File: src/rtl/inputtest_pkg.sv
// Shared types and sizing for the SoC RAM port arbiter.
package inputtest_pkg;
  localparam int unsigned RAM_AW       = 14;
  localparam int unsigned DL_INDEX_MAX = 1;

  typedef enum logic [2:0] {
    IDLE     = 3'd0,
    DL_WR    = 3'd1,
    CPU_WR   = 3'd2,
    CPU_RD   = 3'd3,
    CPU_RDAT = 3'd4
  } arb_state_t;
endpackage

File: src/rtl/dl_pending.sv
// One-entry download byte buffer with host back-pressure and sticky overrun flag.
module dl_pending
  import inputtest_pkg::*;
#(
  parameter int unsigned AW = RAM_AW,
  parameter int unsigned DW = 8
) (
  input  logic          clk_sys,
  input  logic          reset_n,
  input  logic          dl_act,
  input  logic          dn_wr,
  input  logic [AW-1:0] dn_addr,
  input  logic [DW-1:0] dn_data,
  input  logic          clr,
  output logic          pend_v,
  output logic [AW-1:0] pend_a,
  output logic [DW-1:0] pend_d,
  output logic          dn_wait,
  output logic          dl_overrun
);
  logic load;
  logic drop;
  logic pend_v_nxt;

  // A strobe landing on the clearing cycle is taken: clear-then-load.
  always_comb begin
    load       = dl_act & dn_wr & (~pend_v | clr);
    drop       = dl_act & dn_wr & pend_v & ~clr;
    pend_v_nxt = load | (pend_v & ~clr);
  end

  always_ff @(posedge clk_sys or negedge reset_n) begin
    if (!reset_n) begin
      pend_v     <= 1'b0;
      pend_a     <= '0;
      pend_d     <= '0;
      dn_wait    <= 1'b0;
      dl_overrun <= 1'b0;
    end else begin
      pend_v  <= pend_v_nxt;
      dn_wait <= pend_v_nxt;
      if (load) begin
        pend_a <= dn_addr;
        pend_d <= dn_data;
      end
      if (drop) dl_overrun <= 1'b1;
    end
  end
endmodule

File: src/rtl/ram_port_arbiter.sv
// Single-port RAM owner: download stream has fixed priority over CPU req/ack accesses.
module ram_port_arbiter
  import inputtest_pkg::*;
#(
  parameter int unsigned AW        = RAM_AW,
  parameter int unsigned DW        = 8,
  parameter int unsigned INDEX_MAX = DL_INDEX_MAX
) (
  input  logic          clk_sys,
  input  logic          reset_n,
  input  logic          dn_download,
  input  logic [7:0]    dn_index,
  input  logic          dn_wr,
  input  logic [AW-1:0] dn_addr,
  input  logic [DW-1:0] dn_data,
  output logic          dn_wait,
  input  logic          cpu_req,
  input  logic          cpu_we,
  input  logic [AW-1:0] cpu_addr,
  input  logic [DW-1:0] cpu_wdata,
  output logic [DW-1:0] cpu_rdata,
  output logic          cpu_ack,
  output logic          cpu_hold,
  output logic [AW-1:0] ram_addr,
  output logic [DW-1:0] ram_wdata,
  output logic          ram_we,
  input  logic [DW-1:0] ram_rdata,
  output logic          dl_done,
  output logic          dl_overrun
);
  arb_state_t    state;
  logic          dl_act;
  logic          dl_act_q;
  logic          dl_fall;
  logic          done_arm;
  logic          init_q;
  logic          grant;
  logic          pend_v;
  logic [AW-1:0] pend_a;
  logic [DW-1:0] pend_d;

  dl_pending #(.AW(AW), .DW(DW)) u_pend (
    .clk_sys    (clk_sys),
    .reset_n    (reset_n),
    .dl_act     (dl_act),
    .dn_wr      (dn_wr),
    .dn_addr    (dn_addr),
    .dn_data    (dn_data),
    .clr        (state == DL_WR),
    .pend_v     (pend_v),
    .pend_a     (pend_a),
    .pend_d     (pend_d),
    .dn_wait    (dn_wait),
    .dl_overrun (dl_overrun)
  );

  // Grants also stop on the raw dl_act so a request racing the download start
  // loses; the ack cycle is excluded since the CPU still holds cpu_req there.
  always_comb begin
    dl_act  = dn_download & (32'(dn_index) <= INDEX_MAX);
    dl_fall = dl_act_q & ~dl_act;
    grant   = cpu_req & ~cpu_hold & ~dl_act & ~cpu_ack;
    dl_done = done_arm & ~dl_act & ~pend_v & (state == IDLE);
  end

  always_ff @(posedge clk_sys or negedge reset_n) begin
    if (!reset_n) begin
      state     <= IDLE;
      ram_addr  <= '0;
      ram_wdata <= '0;
      ram_we    <= 1'b0;
      cpu_ack   <= 1'b0;
      cpu_rdata <= '0;
    end else begin
      cpu_ack <= 1'b0;
      case (state)
        IDLE: begin
          if (pend_v) begin
            ram_addr  <= pend_a;
            ram_wdata <= pend_d;
            ram_we    <= 1'b1;
            state     <= DL_WR;
          end else if (grant) begin
            ram_addr  <= cpu_addr;
            ram_wdata <= cpu_wdata;
            ram_we    <= cpu_we;
            state     <= cpu_we ? CPU_WR : CPU_RD;
          end
        end
        DL_WR: begin
          ram_we <= 1'b0;
          state  <= IDLE;
        end
        CPU_WR: begin
          ram_we  <= 1'b0;
          cpu_ack <= 1'b1;
          state   <= IDLE;
        end
        CPU_RD: state <= CPU_RDAT;
        CPU_RDAT: begin
          cpu_rdata <= ram_rdata;
          cpu_ack   <= 1'b1;
          state     <= IDLE;
        end
        default: state <= IDLE;
      endcase
    end
  end

  // init_q keeps the CPU held through the first edge after reset release.
  always_ff @(posedge clk_sys or negedge reset_n) begin
    if (!reset_n) begin
      dl_act_q <= 1'b0;
      done_arm <= 1'b0;
      init_q   <= 1'b1;
      cpu_hold <= 1'b1;
    end else begin
      dl_act_q <= dl_act;
      init_q   <= 1'b0;
      done_arm <= dl_fall | (done_arm & ~dl_done);
      cpu_hold <= init_q | dl_act | pend_v | dl_fall | (done_arm & ~dl_done);
    end
  end
endmodule

File: config.mk
export PLATFORM = sky130hd
export DESIGN_NAME = ram_port_arbiter
export DESIGN_NICKNAME = d
export VERILOG_FILES = /design/src/rtl/inputtest_pkg.sv /design/src/rtl/dl_pending.sv /design/src/rtl/ram_port_arbiter.sv
export SDC_FILE = /design/constraint.sdc
export NUM_CORES = 1
export LEC_CHECK = 0
export CORE_MARGIN = 2
export CORE_UTILIZATION = 48
export DETAILED_ROUTE_END_ITERATION = 12
export PLACE_DENSITY = 0.84
export SLEW_MARGIN = 20
export SYNTH_ARGS = -nofsm -noshare
export SYNTH_HDL_FRONTEND = slang
export SYNTH_SLANG_ARGS = --single-unit
export TNS_END_PERCENT = 30
File: constraint.sdc
create_clock -name clk_sys -period 3.65 [get_ports clk_sys]
set_input_delay 0.73 -clock clk_sys [delete_from_list [all_inputs] [get_ports clk_sys]]
set_output_delay 0.73 -clock clk_sys [all_outputs]
set_load 0.02 [all_outputs]
# Word level (Yosys, flattened, before mapping)
# Cells that the tools add are included.
[word_totals]
latchBits = 0
ff_bits = 63
romBits = 0
inputBits = 66
ram_bits = 0
wordCells = 66
n_memories = 0
output_inout_bits = 36
[op_classes]
bitwise_logic = 27
n_mul = 0
n_mux = 12
add_sub_neg = 0
eq_ne = 5
n_lt_le_gt_ge = 1
n_div = 0
n_reduce_logical = 7
n_shift = 0
[op_table]
columns = ["op", "count"]
rows = [
  ["$mux W14", 2],
  ["$mux W8", 2],
  ["$and A1 B1 Y1", 14],
  ["$le A8 B1 Y1 const B", 1],
  ["$or A1 B1 Y1", 7],
  ["$eq A3 B2 Y1 const B", 2],
  ["$mux W3", 2],
  ["$not A1 Y1", 6],
  ["$pmux W3 S2", 1],
  ["$mux W1", 4],
  ["$reduce_and A2 Y1", 2],
  ["$reduce_bool A2 Y1", 2],
  ["$reduce_or A2 Y1", 2],
  ["$eq A3 B1 Y1 const B", 1],
  ["$eq A3 B3 Y1 const B", 1],
  ["$logic_not A3 Y1", 1],
  ["$ne A3 B2 Y1 const B", 1],
  ["$pmux W1 S2", 1],
]

# Depth between registers and ports, before layout
# Gate-level depths: netlist of run 1.
[depth]
ltp_word = 9
depth_mapped = 6
depth_no_buf = 4

# Hierarchy
# Synthesis of run 1 repeated with hierarchy kept, for this count alone.
[hier_totals]
cells_unflattened = 183
area_unflattened_um2 = 2910.3
[modules_own_cells]
columns = ["mod", "area_each_um2", "cells_per_inst", "n_inst"]
rows = [
  ["ram_port_arbiter", 1906.8, 129, 1],
  ["dl_pending", 1003.5, 54, 1],
]

# Worst setup path before layout of run 1
# OpenSTA, ideal clock, no wires.
[synth_timing]
kind = "reg2out"
start = "register u_pend.pend_v"
end = "output port dl_done"
required_time_ps = 2920
path_buffers = 2
path_stages_with_launch = 6
setup_slack_ps = 1396
arrival_time_ps = 1524
path_cell_list = "dfrtp_1 > buf_2 > buf_1 > a21oi_1 > nand2_1 > nor2_1"
[synth_between]
elab_chain_cells = 3
[synth_rtl]
columns = ["item", "line", "text"]
rows = [
  ["start: declaration", "dl_pending.sv:15", "output logic pend_v,"],
  ["start signal: assignment", "dl_pending.sv:40", "pend_v <= pend_v_nxt;"],
  ["$not A1 Y1", "ram_port_arbiter.sv:63", "dl_done = done_arm & ~dl_act & ~pend_v & (state == IDLE);"],
  ["$and A1 B1 Y1 (2 in a row)", "ram_port_arbiter.sv:63", ""],
  ["end: declaration", "ram_port_arbiter.sv:28", "output logic dl_done,"],
]
# No other way between the ends.

# Worst setup path in the final report of run 1
[layout_timing]
start = "input port dn_index[5]"
end = "output port dl_done"
[layout_between]
elab_chain_cells = 6
[layout_rtl]
columns = ["item", "line", "text"]
rows = [
  ["start: declaration", "ram_port_arbiter.sv:12", "input logic [7:0] dn_index,"],
  ["$le A8 B1 Y1", "ram_port_arbiter.sv:60", "dl_act = dn_download & (32'(dn_index) <= INDEX_MAX);"],
  ["$and A1 B1 Y1", "ram_port_arbiter.sv:60", ""],
  ["$not A1 Y1", "ram_port_arbiter.sv:63", ""],
  ["$and A1 B1 Y1 (3 in a row)", "ram_port_arbiter.sv:63", ""],
]
# No other way between the ends.

==> results of run 1 <==
==> state kept, by name (all words and copies together), names as in the netlist <==
name	flops
u_pend.pend_v	1
init_q	1
state	3
u_pend.dl_overrun	1
done_arm	1
dl_act_q	1
ram_we	1
ram_addr	14
u_pend.pend_d	8
ram_wdata	8
cpu_hold	1
u_pend.pend_a	14
cpu_rdata	8
cpu_ack	1
==> metal layers <==
layer,vias to the layer above,GRT usage,wire [um]
met3,8,0.0933,638
li1,845,-,-
met5,-,0,0
met2,76,0.300,2630
met4,0,0.0763,85
met1,856,0.233,2550
==> worst max-delay path by stage <==
| stage | startpoint | to | cells past startpoint |
|---|---|---|---|
| 4_1_cts | dn_index[1] | dl_done | 6 |
| 6_report | dn_index[5] | dl_done | 6 |
| 3_3_place_gp | dn_index[3] | dl_done | 6 |
| 2_1_floorplan | u_pend.pend_v | dl_done | 5 |
| 5_1_grt | dn_index[2] | dl_done | 6 |
| 3_5_place_dp | dn_index[1] | dl_done | 6 |
==> synthesized netlist by cell type (2+ instances only) <==
library cell	n	area [sq um]
a21oi_1	2	10.0
mux2_4	21	315
clkbuf_1	2	7.51
buf_2	2	10.0
nor2_1	7	26.3
dfstp_2	2	52.6
buf_6	4	45.0
dfrtp_1	61	1530
nand2_1	4	15.0
mux2_2	53	597
xnor2_1	2	17.5
inv_1	4	15.0
==> layout make-up <==
type	count	area [sq um]	share of cell area
sequential	63	1580	0.390
multi-input combinational	105	1170	0.289
timing repair buffer	104	1030	0.253
clock buffer	15	166	0.0411
tap	72	90.1	0.0222
inverter	4	15.0	0.00371
clock inverter	1	5.00	0.00124
==> cell families after synthesis <==
logic type | Yosys count
muxes | 74
and+or+nand+nor | 19
xor gates and xnor gates | 2
AOI/OAI and AO/OA | 9
buffers and inverters | 14
DFF | 63
other | 1
==> report_power, final <==
| part | internal (mW) | switching, mW |
|---|---|---|
| Clock | 0.284 | 0.240 |
| Combinational | 0.369 | 0.273 |
| Sequential | 0.822 | 0.0644 |
| Total | 1.47 | 0.577 |
==> placed cells by master, fill, tap and decap left out, drive strengths merged, types with 3 or more instances in the layout <==
cell type      synthesis  routed
nor2                   7       7
dfrtp                 61      61
mux2                  74      74
buf                    7       5
a21oi                  3       3
clkbuf                 3      15
inv                    4       4
clkdlybuf4s50          0      99
nand2                  4       4
==> reports/qor.yml, run 1 <==
detailed_routing:
  wl_um: 5910
  drc: 0
  final_antenna_net_count: 0
  vias: 1785
  first_pass_iters: 4
  routedWlPerCell_um: 16.2
  via_per_inst: 4.90
  drt_iter0_markers: 27
timing:
  clock.fmax_mhz: 308
  setup_viol: 0
  slew_violations: 0
  min_period_over_period: 0.890
  layout_min_cycle_time_ns: 3.25
  finalHoldViolCount: 0
  worst_pin_slew_ns: 0.820
  finalClockSkew_ns: 0.0130
  setup_tns_ns: 0
  fin_ws_ns: 0.402
  whs_ns: 0.417
  maxSlewHeadroom: 0.451
  rsz0062_at_grt: "no"
layout:
  nets: 353
  stdcell_count: 364
  fin_util: 0.722
  syn_to_final_growth_pct: 42.9
  nFillCells: 391
  antenna_cells: 0
  drive_gt1_frac: 0.353
  fin_area_sq_mm: 0.00405
placed_design:
  dpl.cell_count: 348
  pre_cts_slack_ns: 0.400
  place_congestion: 0.702
  post_dp_cell_area_sq_mm: 0.00388
  port_buffers: 100
  dp_hpwl_um: 4180
yosys:
  synth_nets: 248
  synth_seq_cells: 63
  ys_async_sr_fraction: 1.00
  avgSynthCellArea_sq_um: 15.6
  netlist_area_sq_mm: 0.00284
  yosys-mux-area-fraction: 0.322
  synth_ff_type: "dfrtp_1"
  synth_compound_area_frac: 0.0287
  synthAdderAreaFrac: 0
  yosys.cell_types.count: 30
  synth_top_family_by_area: "multiplexers"
  netlist_instances: 182
  yosysSeqAreaShare: 0.557
  yosys.area_share.xor_xnor: 0.00618
  synth-edff-count: 0
  synth_simple_gate_area_share: 0.0547
  synth_warnings: 0
floorplanning:
  die_h_um: 80.9
  die-area_sq_mm: 0.00654
  die_x_um: 80.9
  io-pin-count: 102
  rows: 27
  core-area_sq_mm: 0.00561
  initial_utilization: 0.506
critical_path:
  r2r_end: "u_pend.pend_d[0]"
  cp_num_buf_inv: 2
  slowest_stage: "clkdlybuf4s50_1"
  worst_ep_required_time_ns: 2.92
  critPathLaunchType: "primary input"
  reg2reg_slack_ns: 1.70
  crit_path_end_kind: "output pin"
  r2r_cells: 5
  crit_family: "buffers and inverters"
  reg2reg_from: "u_pend.pend_v"
  critical_path_class: "in -> out"
  cpMostUsedCell: "clkdlybuf4s50_1"
  max_stage_delay_ns: 0.62
  cp.arrival_ns: 2.52
  cp_max_fo: 3
  worstPathCellList: "clkdlybuf4s50_1 -> nor4_4 -> a21oi_1 -> nand2_1 -> nor2_1 -> clkdlybuf4s50_1"
clock_network:
  insertion_delay_ns: 0.34
  htreeDepth: 3
  clock_sinks: 63
  cts.repair.resized: 0
  root_buffer: "clkbuf_8"
  clk_pin_slew_worst_paths_ns: 0.07
  cts-buffers-inserted: 9
  clock_path_buffers: 2
  cts_tree: "built"
  hold_buffers: 0
  postCtsSetupRepairBufs: 0
global_route:
  antenna_found_initial: 0
  grt_overflow: 0
  grt_pass1_wl_um: 9250
  grt_pass1_vias: 1946
  grt_usage: 0.194
  grt_max_degree: 31
pwr:
  vdd_drop_max_uv: 427
  pwr_density_cell_mw_per_mm2: 506
  p_leak_nw: 1.81
  power_mw: 2.05
job:
  drv_cap: 0
outcome:
  status: "complete, no violations"
worst_hold_path:
  hp-class: "in -> async"
No activity file was read; power rests on OpenSTA's default activity.
==> inputs of run 2 (changes only) <==
- CTS_CLUSTER_DIAMETER: default -> 100
==> results of run 2 <==
Final layout, timing and power as in run 1 (identical DEF).
==> inputs of run 3 (changes only) <==
- RECOVER_POWER: default -> 25
- SLEW_MARGIN: 20 -> 10
==> run 3 against run 2 <==
  * The run now ends with max-capacitance violations, max-slew violations left
  * Critical endpoint unchanged
  * Sequential share of layout area barely moved
  * Clock power hardly changed
  * Clock-buffer cell count unchanged
  * Utilization is 0.089 points lower
  * Highest routed layer unchanged
  * Critical path depth unchanged
  * Total power is essentially flat
  * Clock skew hardly changed
  * Setup slack worse by 0.00055 ns
  * Largest cell class unchanged
  * Sequential cell count did not move
  * Die area did not move
  * Final area shrank 0.12%
  * Via count is essentially flat
==> reports/qor.yml, run 3 (synthesis gave the netlist of run 1 again) <==
timing:
  finalHoldViolCount: 0
  slew_violations: 31
  layout_min_cycle_time_ns: 3.25
  whs_ns: 0.503
  min_period_over_period: 0.890
  clock.fmax_mhz: 308
  rsz0062_at_grt: "no"
  setup_tns_ns: 0
  finalClockSkew_ns: 0.0133
  setup_viol: 0
  worst_pin_slew_ns: 1.57
  maxSlewHeadroom: -0.0451
clock_network:
  clk_pin_slew_worst_paths_ns: 0.06
  cts.repair.resized: 0
  hold_buffers: 0
  htreeDepth: 3
  clock_sinks: 63
  cts-buffers-inserted: 9
  postCtsSetupRepairBufs: 0
  insertion_delay_ns: 0.34
  root_buffer: "clkbuf_8"
  clock_path_buffers: 2
  cts_tree: "built"
detailed_routing:
  wl_um: 5890
  drt_iter0_markers: 28
  vias: 1786
  final_antenna_net_count: 0
  routedWlPerCell_um: 16.2
  drc: 0
  first_pass_iters: 4
  via_per_inst: 4.91
global_route:
  grt_pass1_vias: 1946
  grt_overflow: 0
  grt_pass1_wl_um: 9250
  grt_usage: 0.194
  antenna_found_initial: 0
  grt_max_degree: 31
placed_design:
  place_congestion: 0.702
  port_buffers: 100
  dp_hpwl_um: 4180
  post_dp_cell_area_sq_mm: 0.00388
critical_path:
  reg2reg_slack_ns: 1.71
  critical_path.startpoint: "dn_index[5]"
  critical_path_class: "in -> out"
  worst-path-stages: 6
  cp.arrival_ns: 2.52
  cp_max_fo: 3
  crit_path_end_kind: "output pin"
  slowest_stage: "clkdlybuf4s50_1"
  critPathLaunchType: "primary input"
  cp_num_buf_inv: 2
  max_stage_delay_ns: 0.62
  r2r_cells: 5
  crit_family: "buffers and inverters"
  reg2reg_from: "u_pend.pend_v"
  cpMostUsedCell: "clkdlybuf4s50_1"
  worst_ep_required_time_ns: 2.92
  worstPathCellList: "clkdlybuf4s50_1 -> nor4_4 -> a21oi_1 -> nand2_1 -> nor2_1 -> clkdlybuf4s50_1"
  r2r_end: "u_pend.pend_d[0]"
layout:
  nets: 353
  syn_to_final_growth_pct: 42.7
  fin_area_sq_mm: 0.00405
  antenna_cells: 0
  final_common_cell: "clkdlybuf4s50_1"
  drive_gt1_frac: 0.346
  reg.largest.list: "ram_addr x14, u_pend.pend_a x14"
  final_cell_mix: "clkdlybuf4s50_1 (99), dfrtp_1 (61), mux2_2 (53)"
job:
  drv_cap: 1
worst_hold_path:
  hp-start: "cpu_rdata[6]"
  hp-class: "reg -> reg"
  hold_end: "cpu_rdata[6]"
  whs_path_depth: 1
floorplanning:
  io-pin-count: 102
  initial_utilization: 0.506
  die_h_um: 80.9
  rows: 27
  die_x_um: 80.9
  core-area_sq_mm: 0.00561
  die-area_sq_mm: 0.00654
outcome:
  status: "finished, violations left"
  violations: "max-capacitance violations, max-slew violations"
pwr:
  power_mw: 2.05
  pwr_density_cell_mw_per_mm2: 507
  p_leak_nw: 1.81
  vdd_drop_max_uv: 427
[run 3: worst max path at each step]
stage / to / slack (ns)
finish: dl_done / 0.40
global route: dl_done / 0.29
CTS: dl_done / 0.39
detailed placement: dl_done / 0.40
global placement: dl_done / 0.46
floorplan: dl_done / 1.40
[run 3: per-stage QoR]
stage,instances,worst slack (ns),utilization
2_1_floorplan,182,1.40,-
3_3_place_gp,348,0.460,0.692
3_5_place_dp,348,0.400,0.692
4_1_cts,364,0.388,0.722
5_1_grt,364,0.285,0.722
6_report,364,0.401,0.722
[run 3: area by class of cell]
cell class                 count  area [sq um]
inverter                       4          15.0
fill                         394          1560
timing repair buffer         104          1020
clock inverter                 1          5.00
multi-input combinational    105          1170
clock buffer                  15           166
sequential                    63          1580
tap                           72          90.1
[run 3: report_power, final]
| group | internal, mW | switching [mW] |
|---|---|---|
| clock | 0.284 | 0.240 |
| sequential | 0.822 | 0.0644 |
| combinational | 0.368 | 0.272 |
[run 3: worst register-to-register path: cells and delay by family (launching register included)]
family,cells,cell delay (ns)
multiplexers,1,0.40
buffers and inverters,2,0.46
flip-flops,1,0.36
AO/OA/AOI/OAI,1,0.22
AND/OR/NAND/NOR,1,0.39
[run 3: layer usage]
| layer | vias to the layer above | track usage | routed length (um) |
|---|---|---|---|
| met5 | - | 0 | 0 |
| met4 | 0 | 0.0763 | 82 |
| met3 | 7 | 0.0933 | 643 |
| met2 | 76 | 0.300 | 2630 |
| met1 | 858 | 0.233 | 2540 |
| li1 | 845 | - | - |
